File: src/rtl/jk_drv_pkg.sv
// =============================================================================
// jk_drv_pkg : shared state type and JK excitation encodings for the bank driver
// Revision   : 1.0
// =============================================================================
`default_nettype none

package jk_drv_pkg;

   typedef enum logic [1:0] {
      IDLE   = 2'd0,
      DRIVE  = 2'd1,
      SETTLE = 2'd2,
      CHECK  = 2'd3
   } jk_drv_state_t;

   // Excitation pairs packed as {J, K}; toggle (2'b11) is deliberately absent.
   localparam logic [1:0] c_exc_set  = 2'b10;
   localparam logic [1:0] c_exc_clr  = 2'b01;
   localparam logic [1:0] c_exc_hold = 2'b00;

   function automatic logic [1:0] jk_exc_bit(input logic tgt, input logic q);
      logic [1:0] r;
      r = c_exc_hold;
      if (tgt && !q) begin
         r = c_exc_set;
      end else if (!tgt && q) begin
         r = c_exc_clr;
      end
      return r;
   endfunction

endpackage

`default_nettype wire

File: src/rtl/jk_excite.sv
// =============================================================================
// jk_excite : per-bit J/K excitation that moves the bank from q to tgt
// Revision  : 1.0
// =============================================================================
`default_nettype none

module jk_excite
   import jk_drv_pkg::*;
#(
   parameter int WIDTH = 32
) (
   input  logic [WIDTH-1:0] tgt_i,
   input  logic [WIDTH-1:0] q_i,
   output logic [WIDTH-1:0] j_o,
   output logic [WIDTH-1:0] k_o
);

   for (genvar gi = 0; gi < WIDTH; gi++) begin : g_bit
      logic [1:0] w_jk;
      assign w_jk    = jk_exc_bit(tgt_i[gi], q_i[gi]);
      assign j_o[gi] = w_jk[1];
      assign k_o[gi] = w_jk[0];
   end

endmodule

`default_nettype wire

File: src/rtl/jk_bank_driver.sv
// =============================================================================
// jk_bank_driver : drives a JK register bank to a requested word, verifies the
//                  Q feedback after settling and retries a bounded number of times
// Revision       : 1.0
// =============================================================================
`default_nettype none

module jk_bank_driver
   import jk_drv_pkg::*;
#(
   parameter int WIDTH     = 32,
   parameter int CHECK_LAT = 1,
   parameter int MAX_RETRY = 2
) (
   input  logic             clk,
   input  logic             rst_n,
   input  logic             req_valid,
   output logic             req_ready,
   input  logic [WIDTH-1:0] req_target,
   input  logic [WIDTH-1:0] fb_q,
   output logic [WIDTH-1:0] drv_j,
   output logic [WIDTH-1:0] drv_k,
   output logic             busy,
   output logic             done,
   output logic             err,
   output logic [WIDTH-1:0] fail_mask
);

   localparam int c_settle_w = $clog2(CHECK_LAT + 1);
   localparam int c_retry_w  = (MAX_RETRY > 0) ? $clog2(MAX_RETRY + 1) : 1;
   localparam logic [c_settle_w-1:0] c_settle_last = c_settle_w'(CHECK_LAT - 1);
   localparam logic [c_retry_w-1:0]  c_retry_max   = c_retry_w'(MAX_RETRY);

   jk_drv_state_t           state_q, state_d;
   logic [WIDTH-1:0]        tgt_q, tgt_d;
   logic [c_settle_w-1:0]   settle_q, settle_d;
   logic [c_retry_w-1:0]    retry_q, retry_d;
   logic [WIDTH-1:0]        drv_j_q, drv_j_d;
   logic [WIDTH-1:0]        drv_k_q, drv_k_d;
   logic                    done_q, done_d;
   logic                    err_q, err_d;
   logic [WIDTH-1:0]        fail_mask_q, fail_mask_d;

   logic                    w_accept;
   logic                    w_match;
   logic [WIDTH-1:0]        w_exc_tgt;
   logic [WIDTH-1:0]        w_exc_j;
   logic [WIDTH-1:0]        w_exc_k;

   assign req_ready = (state_q == IDLE) && rst_n;
   assign w_accept  = req_valid && req_ready;
   assign w_match   = (fb_q == tgt_q);

   // Excitation is computed in the cycle before DRIVE so the J/K registers
   // present it exactly during DRIVE; q is always the live feedback.
   assign w_exc_tgt = (state_q == IDLE) ? req_target : tgt_q;

   jk_excite #(
      .WIDTH (WIDTH)
   ) u_excite (
      .tgt_i (w_exc_tgt),
      .q_i   (fb_q),
      .j_o   (w_exc_j),
      .k_o   (w_exc_k)
   );

   always_comb begin
      state_d     = state_q;
      tgt_d       = tgt_q;
      settle_d    = settle_q;
      retry_d     = retry_q;
      drv_j_d     = '0;
      drv_k_d     = '0;
      done_d      = 1'b0;
      err_d       = 1'b0;
      fail_mask_d = fail_mask_q;

      case (state_q)
         IDLE: begin
            if (w_accept) begin
               tgt_d       = req_target;
               retry_d     = '0;
               fail_mask_d = '0;
               drv_j_d     = w_exc_j;
               drv_k_d     = w_exc_k;
               state_d     = DRIVE;
            end
         end
         DRIVE: begin
            settle_d = '0;
            state_d  = SETTLE;
         end
         SETTLE: begin
            if (settle_q == c_settle_last) begin
               state_d = CHECK;
            end else begin
               settle_d = settle_q + 1'b1;
            end
         end
         CHECK: begin
            fail_mask_d = tgt_q ^ fb_q;
            if (w_match) begin
               done_d  = 1'b1;
               state_d = IDLE;
            end else if (retry_q < c_retry_max) begin
               retry_d = retry_q + 1'b1;
               drv_j_d = w_exc_j;
               drv_k_d = w_exc_k;
               state_d = DRIVE;
            end else begin
               err_d   = 1'b1;
               state_d = IDLE;
            end
         end
         default: begin
            state_d = IDLE;
         end
      endcase
   end

   always_ff @(posedge clk) begin
      if (!rst_n) begin
         state_q     <= IDLE;
         tgt_q       <= '0;
         settle_q    <= '0;
         retry_q     <= '0;
         drv_j_q     <= '0;
         drv_k_q     <= '0;
         done_q      <= 1'b0;
         err_q       <= 1'b0;
         fail_mask_q <= '0;
      end else begin
         state_q     <= state_d;
         tgt_q       <= tgt_d;
         settle_q    <= settle_d;
         retry_q     <= retry_d;
         drv_j_q     <= drv_j_d;
         drv_k_q     <= drv_k_d;
         done_q      <= done_d;
         err_q       <= err_d;
         fail_mask_q <= fail_mask_d;
      end
   end

   assign drv_j     = drv_j_q;
   assign drv_k     = drv_k_q;
   assign busy      = (state_q != IDLE);
   assign done      = done_q;
   assign err       = err_q;
   assign fail_mask = fail_mask_q;

endmodule

`default_nettype wire
File: config.mk
export PLATFORM = sky130hd
export DESIGN_NAME = jk_bank_driver
export DESIGN_NICKNAME = d
export VERILOG_FILES = /design/src/rtl/jk_drv_pkg.sv /design/src/rtl/jk_excite.sv /design/src/rtl/jk_bank_driver.sv
export SDC_FILE = /design/constraint.sdc
export NUM_CORES = 1
export LEC_CHECK = 0
export ABC_AREA = 0
export BUFFER_PORTS_ARGS = -buffer_cell sky130_fd_sc_hd__buf_2
export CELL_PAD_IN_SITES_DETAIL_PLACEMENT = 1
export CELL_PAD_IN_SITES_GLOBAL_PLACEMENT = 2
export CORE_MARGIN = 2
export CORE_UTILIZATION = 25
export DETAILED_ROUTE_END_ITERATION = 8
export GPL_ROUTABILITY_DRIVEN = 0
export GPL_TIMING_DRIVEN = 0
export PLACE_DENSITY_LB_ADDON = 0.25
export SLEW_MARGIN = 20
export SYNTH_ARGS = -nofsm -noshare
export SYNTH_HDL_FRONTEND = slang
export SYNTH_SLANG_ARGS = --single-unit
File: constraint.sdc
create_clock -name clk -period 4.9 [get_ports clk]
set_input_delay 0.49 -clock clk [delete_from_list [all_inputs] [get_ports clk]]
set_output_delay 0.49 -clock clk [all_outputs]
set_load 0.02 [all_outputs]
==> reports/metrics.cfg, run 1 <==
[run_status]
status = completed

[drt]
first_pass_iters = 4
drc_errors = 0
wl_per_cell_um = 19.33
routed-via-count = 4690
top_layer_used = met5
wl_met1_mm = 8.250
drtIter0Drc = 202
wl_met2_mm = 8.946
drt.antenna.violating_nets = 0
via_per_inst = 4.776
wirelength_mm = 18.99
route.met3.wl_mm = 1.471

[synthesis]
synth_area_um2 = 5105
synthArstFlopShare_pct = 0
synth.avg_cell_area_um2 = 9.912
synth_ff_type = dfxtp_1
ys_warn_count = 0
postSynthCellCount = 515
ys_types = 34
ys_seq_area_share_pct = 52.55
synth_edf_count = 0
syn-num-nets = 585
synth_seq_cells = 134

[worst_setup_path]
critical_path_arrival_ps = 2290
r2r_start = tgt_q[14]$_SDFFE_PN0P_
critPathBufInv = 4
cp-start-kind = flop
cp_cell_sequence = inv_1, ha_1, buf_2, buf_1, and2_1, buf_2
slowest_delay_ps = 600
criticalPathCategory = reg -> out
critPathMaxFanout = 10
required_ps = 4410
crit_top_cell = buf_2
critical_path.top_delay_family = buffers and inverters
slowest_stage = buf_1
r2r_setup_slack_ps = 2390
crit_path_end_kind = output pin
worstSetupStartpoint = state_q[0]$_SDFFE_PN0N_

[power_and_ir_drop]
p_leak_nw = 3.216
p_per_area_nw_per_um2 = 539.6
irDropWorstVdd_mv = 0.2666

[floorplanning]
start_util_pct = 25.39
die_height_um = 146.9
core_um2 = 20100
rows = 52
die_area_um2 = 21580
die_width_um = 146.9
ios = 167

[grt]
grt_pass1_wl_mm = 29.05
grt_pass1_vias = 5055
grt_max_degree = 17
antenna_found_initial = 1
track_usage_pct = 17.78
overflow = 0

[worst_hold_path]
hp-class = in -> reg
min-delay-start = req_target[27]

[cts]
clockBufferDepth = 2
holdBufCountCts = 0
cts_tree = built
htreeDepth = 4
clock_latency_ps = 420
numCtsBuffers = 17
ctsResizeCount = 0
cts_sinks = 134
cts.reportedPaths.clkPinSlew_ps = 60
cts_setup_buffers = 0
cts_root_buffer = clkbuf_16

[timing]
finClkSkew_ps = 8.878
worst_slew_pin_slew_ps = 971.5
grt_setup_unrepaired = no
setup_ws_ps = 2121
relSlewSlack_pct = 34.73
max_freq_ghz = 0.3599
setup_viol = 0
maxSlewViolCount = 0
post-route-period-util_pct = 56.71
setup-tns-final_ps = 0
finalCriticalPeriod_ps = 2779
finalHoldViolations = 0

[finish]
fin_nets = 769
drive_above_1_share_pct = 28.93
diodes = 0
final_cell_mix = buf_2, dfxtp_1, nand2_1
final_area_um2 = 6857
areaGrowthSynthToFinish_pct = 34.31
final_common_cell = buf_2

[placement]
dp_hpwl_mm = 14.09
port_buffers = 165
place_ws_ps = 2062
placed_cell_area_um2 = 6269

[run]
max-cap-violations = 0

-- cell usage after synthesis (2+ instances only) --
cell	n	area share (%)
xor2_1	32	5.5
buf_8	3	0.88
ha_1	3	0.74
nand3_1	67	6.6
nor3_1	2	0.20
nand2b_1	2	0.25
mux2i_1	32	6.3
nand4_1	2	0.25
nand2_1	71	5.2
dfxtp_1	134	53
inv_1	4	0.29
a2111oi_0	32	5.5
a22o_1	32	5.5
buf_2	5	0.49
buf_1	3	0.22
nor4_1	9	1.1
clkbuf_1	29	2.1
o21ai_0	2	0.20
a21oi_1	34	3.3
nor2_1	2	0.15
nor4b_1	2	0.34
-- state kept, by name, summed over array words and instances (netlist names) --
| signal | cells |
|---|---|
| state_q | 2 |
| drv_k | 32 |
| done | 1 |
| retry_q | 2 |
| fail_mask | 32 |
| tgt_q | 32 |
| err | 1 |
| drv_j | 32 |
-- layout make-up --
type / count / area (um^2)
inverter: 4 / 15.01
clock buffer: 24 / 491.7
fill: 2349 / 13250
clock inverter: 8 / 96.34
multi-input combinational: 334 / 2178
tap: 270 / 337.8
timing repair buffer: 165 / 825.8
buffer: 43 / 229.0
sequential: 134 / 2683
-- power breakdown --
part	leakage (nW)	internal, mW	switching, mW
clock	0.290	0.801	0.476
sequential	1.09	1.20	0.0712
combinational	1.84	0.369	0.782
total	3.22	2.37	1.33
-- metal layers --
layer | GRT usage [%] | vias up
met1 | 22.09 | 2274
met5 | 0 | -
li1 | - | 2239
met2 | 28.99 | 154
met3 | 6.304 | 21
met4 | 5.577 | 2
-- cell families (layout without fill, tap and decap cells) --
group | count (synthesis) | after routing | synth area share (%)
AND/OR/NAND/NOR | 162 | 162 | 14.71
XOR/XNOR | 32 | 32 | 5.490
multiplexers | 32 | 32 | 6.275
AO/OA/AOI/OAI | 105 | 105 | 15.47
adder cells (fa/ha/maj) | 3 | 3 | 0.7354
buffers and inverters | 47 | 244 | 4.779
flip-flops | 134 | 134 | 52.55
-- tightest hold or removal path: stages --
cell	delay [ps]
buf_2	90
nand2_1	40
nand2_1	40
-- stage by stage --
step	hold WS, ps	std cells	utilization, %	power, mW
floorplan	457.9	515	-	2.036
global placement	455.8	950	31.18	2.426
detailed placement	463.1	950	31.18	2.453
CTS	263.6	982	34.11	3.741
global route	267.2	982	34.11	3.910
finish	278.7	982	34.11	3.700
-- path summary, 6_finish.rpt --
check,end,cells after the start
worst max register to register,drv_j[12]$_SDFF_PN0_,6
worst min register to register,fail_mask[7]$_SDFFE_PN0P_,1
worst max-delay path,req_ready,6
worst min-delay path,tgt_q[27]$_SDFFE_PN0P_,3
No activity file was read; power rests on OpenSTA's default activity.
==> inputs of run 2 (changes only) <==
--- a/config.mk
+++ b/config.mk
@@ -5,7 +5,7 @@
 export SDC_FILE = /design/constraint.sdc
 export NUM_CORES = 1
 export LEC_CHECK = 0
-export ABC_AREA = 0
+export ABC_AREA = 1
 export BUFFER_PORTS_ARGS = -buffer_cell sky130_fd_sc_hd__buf_2
 export CELL_PAD_IN_SITES_DETAIL_PLACEMENT = 1
 export CELL_PAD_IN_SITES_GLOBAL_PLACEMENT = 2
==> constraint.sdc (replaced) <==
create_clock -name clk -period 2.6 [get_ports clk]
set_input_delay 0.26 -clock clk [delete_from_list [all_inputs] [get_ports clk]]
set_output_delay 0.26 -clock clk [all_outputs]
set_load 0.02 [all_outputs]
==> run 2 against run 1 <==
Total power rose by 110%; via count rose by 16%; design area rose by 12%; critical path type is now reg -> reg.
==> reports/metrics.cfg, run 2 <==
[run_status]
status = completed  ; unchanged

[timing]
relSlewSlack_pct = 53.94  ; was 34.73%
finalHoldViolations = 0  ; unchanged
finalCriticalPeriod_ps = 2203
worst_slew_pin_slew_ps = 690.9  ; was 971.5 ps
grt_setup_unrepaired = no  ; unchanged
maxSlewViolCount = 0  ; unchanged
max_freq_ghz = 0.4539
setup_viol = 0  ; unchanged
setup-tns-final_ps = 0  ; unchanged
post-route-period-util_pct = 84.73
finClkSkew_ps = 10.08  ; was 8.878 ps

[synthesis]
synth_area_um2 = 5806  ; was 5105 um^2
yosysMostFrequentCell = nand2_1  ; was dfxtp_1
synthArstFlopShare_pct = 0  ; unchanged
synth.top_cell.area_share_pct = 46.21  ; was 52.55%
synth_edf_count = 0  ; unchanged
synth_commonest_cells = nand2_1, dfxtp_1, inv_1  ; was dfxtp_1, nand2_1, nand3_1
syn-num-nets = 808  ; was 585
synth_seq_cells = 134  ; unchanged
synth.avg_cell_area_um2 = 7.867  ; was 9.912 um^2
synth_ff_type = dfxtp_1  ; unchanged
ys_warn_count = 0  ; unchanged
ys_top_cells_by_area = dfxtp_1, nand2_1, inv_1  ; was dfxtp_1, nand3_1, mux2i_1
ys_seq_area_share_pct = 46.21  ; was 52.55%
yosys.area.top_type = dfxtp_1  ; unchanged
ys_types = 33  ; was 34
postSynthCellCount = 738  ; was 515

[power_and_ir_drop]
switching_share_pct = 38.64  ; was 35.93%
switchingPower_mw = 3.055  ; was 1.329 mW
p_clk_share_pct = 35.2  ; was 34.5%
p_int_mw = 4.852  ; was 2.370 mW
p_total_mw = 7.907  ; was 3.700 mW
p_comb_share_pct = 34.6  ; was 31.1%
p_seq_share_pct = 30.2  ; was 34.4%
p_leak_nw = 3.524  ; was 3.216 nW
p_per_area_nw_per_um2 = 1032  ; was 539.6 nW/um^2
irDropWorstVdd_mv = 0.3946  ; was 0.2666 mV

[finish]
drive_above_1_share_pct = 28.66  ; was 28.93%
fin_nets = 992  ; was 769
diodes = 0  ; unchanged
areaGrowthSynthToFinish_pct = 32.00  ; was 34.31%
final_common_cell = buf_2  ; unchanged
final_cell_mix = buf_2, nand2_1, dfxtp_1  ; was buf_2, dfxtp_1, nand2_1

[cts]
clock_latency_ps = 420  ; about the same
cts_tree = built  ; unchanged
ctsResizeCount = 0  ; unchanged
clockBufferDepth = 2  ; unchanged
cts_setup_buffers = 0  ; unchanged
numCtsBuffers = 17  ; unchanged
cts.reportedPaths.clkPinSlew_ps = 60  ; about the same
cts_root_buffer = clkbuf_16  ; unchanged
holdBufCountCts = 0  ; unchanged
cts_sinks = 134  ; unchanged
htreeDepth = 4  ; unchanged

[drt]
wirelength_mm = 21.65  ; was 18.99 mm
drtIter0Drc = 177  ; was 202
routed-via-count = 5463  ; was 4690
drc_errors = 0  ; unchanged
drt.antenna.violating_nets = 0  ; unchanged
via_per_inst = 4.478  ; was 4.776
first_pass_iters = 5  ; was 4
wl_per_cell_um = 17.75  ; was 19.33 um

[grt]
track_usage_pct = 18.02  ; was 17.78%
grt_pass1_vias = 5660  ; was 5055
antenna_found_initial = 0  ; was 1
overflow = 0  ; unchanged
grt_max_degree = 17  ; unchanged
grt_pass1_wl_mm = 32.72  ; was 29.05 mm

[placement]
port_buffers = 165  ; unchanged
dp_hpwl_mm = 15.68  ; was 14.09 mm

[worst_setup_path]
critical_path_arrival_ps = 2480  ; was 2290 ps
required_ps = 2870  ; was 4410 ps
cp-start-kind = flop  ; unchanged
criticalPathCategory = reg -> reg  ; was reg -> out
critPathMaxFanout = 10  ; unchanged
crit_path_end_kind = flop  ; was output pin

[floorplanning]
die_width_um = 156.4  ; was 146.9 um
die_height_um = 156.4  ; was 146.9 um
core_um2 = 22710  ; was 20100 um^2
start_util_pct = 25.56  ; was 25.39%
ios = 167  ; unchanged
die_area_um2 = 24460  ; was 21580 um^2
rows = 55  ; was 52

[worst_hold_path]
hp-class = in -> reg  ; unchanged

[run]
max-cap-violations = 0  ; unchanged

run 2: worst paths after layout:
kind / from / to / slack, ps / depth (start not counted)
worst max register to register: state_q[0]$_SDFFE_PN0N_ / drv_k[0]$_SDFF_PN0_ / 400 / 9
worst min-delay path: fb_q[21] / drv_k[21]$_SDFF_PN0_ / 110 / 3
worst max-delay path: state_q[0]$_SDFFE_PN0N_ / drv_k[0]$_SDFF_PN0_ / 400 / 9
worst min register to register: fail_mask[21]$_SDFFE_PN0P_ / fail_mask[21]$_SDFFE_PN0P_ / 460 / 2
run 2: layer usage:
metal	global-route usage (%)	wire length [um]	share of wire (%)	up-vias
met5	0	0	0	-
met4	4.937	240	1.1	0
met3	3.628	822	3.8	18
met2	30.77	10420	48	121
met1	23.11	10170	47	2576
li1	-	-	-	2748
run 2: power groups by stage:
| stage | registers, mW | clock network (mW) | logic (mW) |
|---|---|---|---|
| after floorplan | 2.52 | 0 | 1.69 |
| after global placement | 2.43 | 0 | 2.78 |
| after detailed placement | 2.44 | 0 | 2.78 |
| after CTS | 2.39 | 2.83 | 2.80 |
| after global routing | 2.42 | 2.91 | 3.05 |
| final | 2.39 | 2.78 | 2.73 |
run 2: critical path, stage by stage, from the launching register on:
cell and delay [ps]:
dfxtp_1 360, inv_1 90, ha_1 200, buf_4 180
nand2_1 100, inv_2 40, nand2_2 100, buf_2 240
clkbuf_1 560, a21oi_1 180
run 2: cell families after synthesis:
kind of cell             Yosys count  share of synthesized area, %
AND/OR/NAND/NOR                  257                         20.09
adder cells (fa/ha/maj)            3                        0.6466
AO/OA/AOI/OAI                    169                         18.71
XOR/XNOR                           7                         1.056
flip-flops                       134                         46.21
buffers and inverters            168                         13.30
run 2: layout make-up:
| class | instances | area, um^2 |
|---|---|---|
| Multi-Input combinational cell | 436 | 2351 |
| Clock inverter | 11 | 195.2 |
| Buffer | 43 | 302.8 |
| Inverter | 125 | 469.2 |
| Fill cell | 2798 | 15050 |
| Clock buffer | 21 | 480.5 |
| Tap cell | 285 | 356.6 |
| Timing Repair Buffer | 165 | 825.8 |
| Sequential cell | 134 | 2683 |
run 2: stage by stage:
stage                     cell area (um^2)  std cells  setup WS (ps)  util, %  hold WS (ps)
final                                 7664       1220          397.0    33.75         110.9
after global routing                  7664       1220          147.8    33.75         109.1
after CTS                             7664       1220          323.5    33.75         95.51
after detailed placement              6988       1188          338.0    30.77         453.6
after global placement                6988       1188          334.9    30.77         451.1
after floorplan                       5806        738          935.2        -         401.5
==> inputs of run 3 (changes only) <==
--- a/config.mk
+++ b/config.mk
@@ -5,7 +5,7 @@
 export SDC_FILE = /design/constraint.sdc
 export NUM_CORES = 1
 export LEC_CHECK = 0
-export ABC_AREA = 1
+export ABC_AREA = 0
 export BUFFER_PORTS_ARGS = -buffer_cell sky130_fd_sc_hd__buf_2
 export CELL_PAD_IN_SITES_DETAIL_PLACEMENT = 1
 export CELL_PAD_IN_SITES_GLOBAL_PLACEMENT = 2
==> constraint.sdc (replaced) <==
create_clock -name clk -period 2.2 [get_ports clk]
set_input_delay 0.22 -clock clk [delete_from_list [all_inputs] [get_ports clk]]
set_output_delay 0.22 -clock clk [all_outputs]
set_load 0.02 [all_outputs]
==> run 3 against run 2 <==
Sequential power increased by 20%; critical endpoint is now drv_k[5]$_SDFF_PN0_; critical path type unchanged; non-clock buffer count up 19; largest cell class unchanged; clock skew is 0.50 ps higher; total power is 8.7% higher; routed wire length shrank 11%; final cell count fell by 18%; first-iteration DRC count is 13% higher.
==> reports/metrics.cfg, run 3 (same netlist as run 1, synthesis figures left out) <==
[drt]
drt.antenna.violating_nets = 0  ; unchanged
drtIter0Drc = 200  ; was 177
first_pass_iters = 4  ; was 5
wirelength_mm = 19.36  ; was 21.65 mm
wl_per_cell_um = 19.34  ; was 17.75 um
drc_errors = 0  ; unchanged
routed-via-count = 4761  ; was 5463
via_per_inst = 4.756  ; was 4.478

[finish]
final_common_cell = buf_2  ; unchanged
final_area_um2 = 7373  ; was 7664 um^2
areaGrowthSynthToFinish_pct = 44.44  ; was 32.00%
drive_above_1_share_pct = 37.48  ; was 28.66%
diodes = 0  ; unchanged
fin_nets = 788  ; was 992
final_cell_mix = buf_2, dfxtp_1, nand2_1  ; was buf_2, nand2_1, dfxtp_1

[floorplanning]
start_util_pct = 25.39  ; was 25.56%
rows = 52  ; was 55
die_area_um2 = 21580  ; was 24460 um^2
die_height_um = 146.9  ; was 156.4 um
ios = 167  ; unchanged
core_um2 = 20100  ; was 22710 um^2
die_width_um = 146.9  ; was 156.4 um

[cts]
cts_sinks = 134  ; unchanged
htreeDepth = 4  ; unchanged
cts_tree = built  ; unchanged
cts_root_buffer = clkbuf_16  ; unchanged
cts.reportedPaths.clkPinSlew_ps = 60  ; about the same
clock_latency_ps = 420  ; about the same
clockBufferDepth = 2  ; unchanged
numCtsBuffers = 17  ; unchanged

[grt]
grt.busiest_layer = met2  ; unchanged
track_usage_pct = 17.97  ; was 18.02%
grtUsageMet3_pct = 6.304  ; was 3.628%
antenna_found_initial = 0  ; unchanged
grt_pass1_vias = 5125  ; was 5660
overflow = 0  ; unchanged
grt_use_met1_pct = 22.16  ; was 23.11%
grt_max_degree = 17  ; unchanged
grt_pass1_wl_mm = 29.37  ; was 32.72 mm
grtUsageMet2_pct = 29.67  ; was 30.77%

[run_status]
status = completed  ; unchanged

[timing]
grt_setup_unrepaired = yes  ; was no
maxSlewViolCount = 0  ; unchanged
setup-tns-final_ps = 0  ; unchanged
max_freq_ghz = 0.4568  ; was 0.4539 GHz
worst_slew_pin_slew_ps = 634.0  ; was 690.9 ps
finClkSkew_ps = 10.58  ; was 10.08 ps
hold-worst-slack_ps = 13.29  ; was 110.9 ps
post-route-period-util_pct = 99.51  ; was 84.73%
setup_viol = 0  ; unchanged
relSlewSlack_pct = 57.73  ; was 53.94%
finalCriticalPeriod_ps = 2189  ; was 2203 ps
finalHoldViolations = 0  ; unchanged

[placement]
port_buffers = 165  ; unchanged
placed_cell_area_um2 = 6269  ; was 6988 um^2
dp_hpwl_mm = 14.09  ; was 15.68 mm

[worst_setup_path]
cp_cell_sequence = xor2_2, nor4_4, nand4_1, o311ai_4, buf_6, buf_12, bufbuf_16, a21oi_1  ; was inv_1, ha_1, buf_4, nand2_1, inv_2, nand2_2, buf_2, clkbuf_1, a21oi_1
critPathMaxFanout = 6  ; was 10
cp.depth = 8  ; was 9
required_ps = 2480  ; was 2870 ps
reg2regPathDepth = 8  ; was 9
r2r_start = tgt_q[29]$_SDFFE_PN0P_  ; was state_q[0]$_SDFFE_PN0N_
slowest_stage = dfxtp_2  ; was clkbuf_1
crit_path_end_kind = flop  ; unchanged
critical_path_arrival_ps = 2470  ; was 2480 ps
slowest_delay_ps = 340  ; was 560 ps
critPathBufInv = 3  ; was 5
critical_path.top_delay_family = simple AND/OR/NAND/NOR gates  ; was buffers and inverters
r2r_setup_slack_ps = 10  ; was 400 ps
rr_endpoint = drv_k[5]$_SDFF_PN0_  ; was drv_k[0]$_SDFF_PN0_
cp-start-kind = flop  ; unchanged
criticalPathCategory = reg -> reg  ; unchanged

[worst_hold_path]
hold_end = tgt_q[21]$_SDFFE_PN0P_  ; was drv_k[21]$_SDFF_PN0_
min-delay-start = req_target[21]  ; was fb_q[21]
hp-class = in -> reg  ; unchanged
holdPathStages = 3  ; unchanged

[power_and_ir_drop]
p_per_area_nw_per_um2 = 1166  ; was 1032 nW/um^2
p_total_mw = 8.595  ; was 7.907 mW
p_leak_nw = 3.420  ; was 3.524 nW
irDropWorstVdd_mv = 0.5993  ; was 0.3946 mV

[run]
max-cap-violations = 0  ; unchanged

-- run 3: worst max-delay path by stage --
stage                                       from  slack, ps                    to
after global placement                  fb_q[30]       -310  drv_j[10]$_SDFF_PN0_
after CTS                 tgt_q[29]$_SDFFE_PN0P_        0.9   drv_k[9]$_SDFF_PN0_
final                     tgt_q[29]$_SDFFE_PN0P_         10   drv_k[5]$_SDFF_PN0_
after detailed placement                fb_q[30]       -370  drv_j[12]$_SDFF_PN0_
after floorplan           tgt_q[14]$_SDFFE_PN0P_        430  drv_k[23]$_SDFF_PN0_
after global routing      tgt_q[29]$_SDFFE_PN0P_        -30   drv_k[5]$_SDFF_PN0_
-- run 3: layer usage --
metal | wire [um] | vias to the layer above
li1 | - | 2260
met1 | 8520 | 2316
met2 | 9066 | 160
met3 | 1380 | 25
met4 | 391 | 0
met5 | 0 | -
-- run 3: repair_timing --
item,CTS,global route
hold buffers,5,2
gates cloned,1,0
endpoints found under the hold margin,5,2
pin swaps,7,2
setup endpoints to repair,104,111
resized for setup,30,58
setup buffers,9,2
-- run 3: cell type report --
cell class,count,area [um^2]
plain buffers,43,270.3
clock buffers,24,491.7
clock inverters,8,96.34
fillers,2312,12730
inverters,4,15.01
multi-input cells,334,2459
flip-flops and latches,134,2693
well taps,270,337.8
repair buffers,184,1011
-- run 3: stage by stage --
step	setup slack, ps	utilization (%)	cells
3_3_place_gp	-314.9	31.18	950
6_report	10.70	36.68	1001
3_5_place_dp	-368.2	31.18	950
4_1_cts	0.9153	35.46	997
5_1_grt	-34.13	36.68	1001
2_1_floorplan	433.0	-	515
-- run 3: report_power, final --
part | leakage, nW | switching (mW) | internal (mW) | total, mW
clock network | 0.290 | 1.07 | 1.78 | 2.85
logic | 2.04 | 1.87 | 1.01 | 2.89
registers | 1.09 | 0.181 | 2.68 | 2.86
total | 3.42 | 3.12 | 5.48 | 8.60
-- run 3: worst reg2reg max path, stage by stage (launching register included) --
cell	delay [ps]
dfxtp_2	340
xor2_2	200
nor4_4	330
nand4_1	250
o311ai_4	310
buf_6	160
buf_12	120
bufbuf_16	260
a21oi_1	80
